===== src/rtl/regfile_sb.sv =====
// Two-read/one-write register file with byte-enabled writes, write-to-read forwarding,
// optional registered reads and a per-register pending-write (busy) scoreboard.
module regfile_sb #(
  parameter int unsigned DATA_W   = 32,
  parameter int unsigned ADDR_W   = 6,
  parameter int unsigned ZERO_REG = 1,
  parameter int unsigned REG_READ = 0
) (
  input  logic                  clk,
  input  logic                  rst,
  input  logic [ADDR_W-1:0]     ra1,
  input  logic [ADDR_W-1:0]     ra2,
  output logic [DATA_W-1:0]     rd1,
  output logic [DATA_W-1:0]     rd2,
  output logic                  rd1_busy,
  output logic                  rd2_busy,
  input  logic                  we,
  input  logic [ADDR_W-1:0]     wa,
  input  logic [DATA_W-1:0]     wd,
  input  logic [DATA_W/8-1:0]   wbe,
  input  logic                  iss_valid,
  input  logic [ADDR_W-1:0]     iss_addr,
  input  logic                  flush
);

  localparam int unsigned Depth    = 2 ** ADDR_W;
  localparam int unsigned NumBytes = DATA_W / 8;
  localparam bit          ZeroEn   = (ZERO_REG != 0);

  logic [DATA_W-1:0] mem_q [Depth];
  logic [Depth-1:0]  busy_q, busy_d;
  logic [ADDR_W-1:0] ra [2];
  logic [DATA_W-1:0] fwd_data [2];
  logic [1:0]        fwd_busy;
  logic              wr_ok;

  assign ra[0] = ra1;
  assign ra[1] = ra2;
  assign wr_ok = we && !(ZeroEn && wa == '0);

  // Read path: storage merged with the in-flight write; a write to the read address
  // retires the pending producer, so busy is suppressed in the same cycle.
  always_comb begin
    for (int p = 0; p < 2; p++) begin
      fwd_data[p] = mem_q[ra[p]];
      fwd_busy[p] = busy_q[ra[p]];
      if (we && wa == ra[p]) begin
        fwd_busy[p] = 1'b0;
        for (int b = 0; b < NumBytes; b++) begin
          if (wbe[b]) fwd_data[p][8*b +: 8] = wd[8*b +: 8];
        end
      end
      if (ZeroEn && ra[p] == '0) begin
        fwd_data[p] = '0;
        fwd_busy[p] = 1'b0;
      end
    end
  end

  // Flush first, then writeback clear, then issue set: a new producer always wins.
  always_comb begin
    busy_d = busy_q;
    if (flush) busy_d = '0;
    if (we) busy_d[wa] = 1'b0;
    if (iss_valid && !(ZeroEn && iss_addr == '0)) busy_d[iss_addr] = 1'b1;
  end

  always_ff @(posedge clk) begin
    if (rst) begin
      for (int unsigned i = 0; i < Depth; i++) mem_q[i] <= '0;
      busy_q <= '0;
    end else begin
      if (wr_ok) begin
        for (int b = 0; b < NumBytes; b++) begin
          if (wbe[b]) mem_q[wa][8*b +: 8] <= wd[8*b +: 8];
        end
      end
      busy_q <= busy_d;
    end
  end

  if (REG_READ != 0) begin : g_reg_read
    always_ff @(posedge clk) begin
      if (rst) begin
        rd1      <= '0;
        rd2      <= '0;
        rd1_busy <= 1'b0;
        rd2_busy <= 1'b0;
      end else begin
        rd1      <= fwd_data[0];
        rd2      <= fwd_data[1];
        rd1_busy <= fwd_busy[0];
        rd2_busy <= fwd_busy[1];
      end
    end
  end else begin : g_comb_read
    assign rd1      = fwd_data[0];
    assign rd2      = fwd_data[1];
    assign rd1_busy = fwd_busy[0];
    assign rd2_busy = fwd_busy[1];
  end

endmodule


===== config.mk =====
export PLATFORM = sky130hd
export DESIGN_NAME = regfile_sb
export DESIGN_NICKNAME = d
export VERILOG_FILES = /design/src/rtl/regfile_sb.sv
export SDC_FILE = /design/constraint.sdc
export NUM_CORES = 2
export LEC_CHECK = 0
export BUFFER_PORTS_ARGS = -buffer_cell sky130_fd_sc_hd__buf_2
export CORE_MARGIN = 1
export CORE_UTILIZATION = 40
export CTS_BUF_LIST = sky130_fd_sc_hd__clkbuf_2 sky130_fd_sc_hd__clkbuf_4 sky130_fd_sc_hd__clkbuf_8
export DETAILED_ROUTE_END_ITERATION = 8
export PLACE_DENSITY_LB_ADDON = 0.08
export REMOVE_ABC_BUFFERS = 1
export SLEW_MARGIN = 0
export SYNTH_ARGS = -nofsm -noshare
export SYNTH_HDL_FRONTEND = slang
export SYNTH_SLANG_ARGS = --single-unit
export TNS_END_PERCENT = 1

===== constraint.sdc =====
create_clock -name clk -period 2.7 [get_ports clk]
set_input_delay 0.405 -clock clk [delete_from_list [all_inputs] [get_ports clk]]
set_output_delay 0.405 -clock clk [all_outputs]
set_load 0.01 [all_outputs]

==> flow_metrics.env <==
export IMPL_outcome="finished, violations left"
export IMPL_violations="setup timing"
export IMPL_maxCapViolations=0
export IMPL_synth_commonest_cells="edfxtp_1 (2,048), and2_1 (2,023), mux4_2 (1,050), clkbuf_1 (414), nor2_1 (320)"
export IMPL_fin_crit_ns=3.84
export IMPL_path_class="register to output pin"
export IMPL_die_x_um=540
export IMPL_min_period_over_period_pct=142
export IMPL_multiInputGateArea_um2=51000
export IMPL_numCtsBuffers=385
export IMPL_start_util_pct=40.2
export IMPL_fillerInstances=25017
export IMPL_portBuffers=130
export IMPL_clk_pin_slew_ns=0.06
export IMPL_setup_viol=66
export IMPL_report_final_slew_viol_count=0
export IMPL_ant_nets=0
export IMPL_synth_ff_type="edfxtp_1"
export IMPL_slew_headroom_pct=13.0
export IMPL_synth_distinct_cells=68
export IMPL_vias=81561
export IMPL_crit_path_max_fanout=2
export IMPL_yosysTopAreaCell="edfxtp_1"
export IMPL_cp_arrival_ns=3.44
export IMPL_ys_top_cells_by_area="edfxtp_1 (53%), mux4_2 (20%), and2_1 (11%), mux2i_1 (2.5%), or2_2 (1.4%)"
export IMPL_nets=9392
export IMPL_die_h_um=540
export IMPL_hpwlAfterDp_mm=365
export IMPL_grt_pass1_wl_mm=666
export IMPL_fin_util_pct=49.2
export IMPL_synth_avg_cell_area_um2=14.6
export IMPL_area_delta_synth_final_pct=22.3
export IMPL_crit_path_start_kind="register"
export IMPL_cpMostUsedCell="mux4_2"
export IMPL_seqCellArea_um2=62800
export IMPL_crit_chain="mux4_2 -> mux4_2 -> nand2b_1 -> a21oi_1 -> a311o_1 -> buf_2"
export IMPL_async_reset_ff_share_pct=0
export IMPL_grt_pass1_vias=81286
export IMPL_cts_sinks=2112
export IMPL_grt_max_degree=86
export IMPL_routed_wl_mm=486
export IMPL_hp_class="input port to register"
export IMPL_crit_slowest_cell="mux4_2"
export IMPL_yosysMostFrequentCell="edfxtp_1"
export IMPL_drive_gt1_share_pct=39.2
export IMPL_num_rows=197
export IMPL_power_density_nw_per_um2=582
export IMPL_finClkSkew_ns=0
export IMPL_clk_latency_ns=1.08
export IMPL_place_congestion=1.00
export IMPL_max_vdd_ir_drop_v=0.000437
export IMPL_r2r_setup_slack_ns=0.69
export IMPL_viasPerCell=6.07
export IMPL_fmax_mhz=260
export IMPL_leakagePower_nw=51.4
export IMPL_netlist_area_leader_share_pct=53.1
export IMPL_ys_ff_latch=2112
export IMPL_grt_antenna_before_repair=36
export IMPL_dr_pass1_iters=6
export IMPL_ys_warn_count=0
export IMPL_rsz0062_at_grt="yes"
export IMPL_grt_overflow_total=0
export IMPL_worst_slack_ns=-1.14
export IMPL_drt_iter0_drc=10358
export IMPL_final_cells=13440
export IMPL_worst_pin_slew_ns=1.29
export IMPL_grt_usage_pct=33.0
export IMPL_pin_count=131
export IMPL_place_inst=12675
export IMPL_wl_per_cell_um=36.2
export IMPL_total_power_mw=82.4
export IMPL_drcViolationCount=0
export IMPL_required_ns=2.30
export IMPL_slowest_delay_ns=0.53
export IMPL_core_area_um2=288000
export IMPL_clockBufferDepth=4
export IMPL_netlist_instances=7958
export IMPL_endpoint_kind="output pin"
export IMPL_htreeDepth=5
export IMPL_dieArea_um2=292000
export IMPL_cts_root_buffer="clkbuf_8"
export IMPL_final_hold_viol_count=0
export IMPL_synth_enable_flop_cells=2048
export IMPL_cts_tree="done"
export IMPL_syn_area_um2=116000
export IMPL_yosysSeqAreaShare_pct=54.2
==> worst max-delay path, delay by kind of cell, from the launching register on <==
kind | cells | cell delay (ns)
simple gates | 1 | 0.17
buf+inv | 1 | 0.18
flops | 1 | 0.42
mux | 2 | 1.03
compound gates | 2 | 0.54
==> final timing paths <==
| kind | from | endpoint | depth (start not counted) |
|---|---|---|---|
| max | mem_q[39][21] | rd1[21] | 6 |
| min reg2reg | busy_q[0] | busy_q[0] | 2 |
| min | wd[2] | mem_q[15][2] | 3 |
| max reg2reg | busy_q[1] | busy_q[1] | 6 |
==> per-stage QoR <==
step,hold slack [ns],setup slack (ns),cell area [um^2],TNS [ns]
floorplan,0.419,-0.878,112000,-3137.90
global placement,0.431,-1.54,132000,-56.80
detailed placement,0.450,-1.38,132000,-56.46
CTS,0.00740,-1.23,141000,-66.18
global route,0.0739,-1.21,142000,-66.10
finish,0.103,-1.14,142000,-61.10
==> cell usage in the layout, fill, tap and decap left out, types with 27 or more instances in the layout <==
master / count
dfxtp_1: 64
buf_4: 1250
nand2_1: 192
a22oi_1: 149
a22oi_2: 28
edfxtp_1: 2048
clkbuf_4: 98
a21oi_1: 104
mux2_2: 40
mux4_2: 1050
a32o_1: 61
clkbuf_8: 391
conb_1: 32
and2_1: 2021
nand3_1: 145
nor2_1: 309
mux2i_1: 267
clkinv_1: 110
nor2b_1: 27
dlygate4sd3_1: 45
or2_2: 257
buf_2: 111
clkinv_2: 62
buf_12: 237
==> layer usage <==
metal	vias to the layer above	global-route usage, %	share of wire [%]
li1	33436	-	-
met1	42841	45.2	40
met2	4419	50.7	45
met3	859	7.06	9.3
met4	6	14.3	5.0
met5	-	0	0.0066
==> registers in the layout, indices dropped and copies added (netlist names) <==
name	cells
busy_q	64
mem_q	2048
==> kinds of logic (layout without fill, tap and decap cells) <==
group | after synthesis | after routing | share of synthesized area, %
compound gates | 606 | 606 | 3.77
xor+xnor | 9 | 9 | 0.0680
buf+inv | 721 | 2375 | 3.07
flops | 2112 | 2112 | 54.2
mux | 1378 | 1378 | 23.3
other cells | 1 | 48 | 0.00324
simple gates | 3131 | 3131 | 15.6
==> area by class of cell <==
cell class	count	area share [%]
Sequential cell	2112	44.3
Multi-Input combinational cell	5156	36.0
Timing Repair Buffer	1664	10.9
Clock buffer	488	4.31
Tap cell	3781	3.34
Clock inverter	215	1.11
Antenna cell	16	0.0283
Inverter	8	0.0221
==> power by group <==
group          internal (mW)  total (mW)  switching, mW
Combinational           5.41        12.3           6.89
Clock                   16.8        31.6           14.8
Sequential              37.6        38.5          0.969
Total                   59.8        82.4           22.6
==> repair_timing <==
| item | 4_1_cts | 5_1_grt |
|---|---|---|
| pin swaps | 66 | 15 |
| gates resized for setup | 216 | 41 |
| hold buffers | 45 | 0 |
| setup endpoints to repair | 66 | 66 |
| buffers inserted | 1 | 0 |
| hold endpoints to repair | 379 | 0 |
Power figures use the tool's default switching activity.
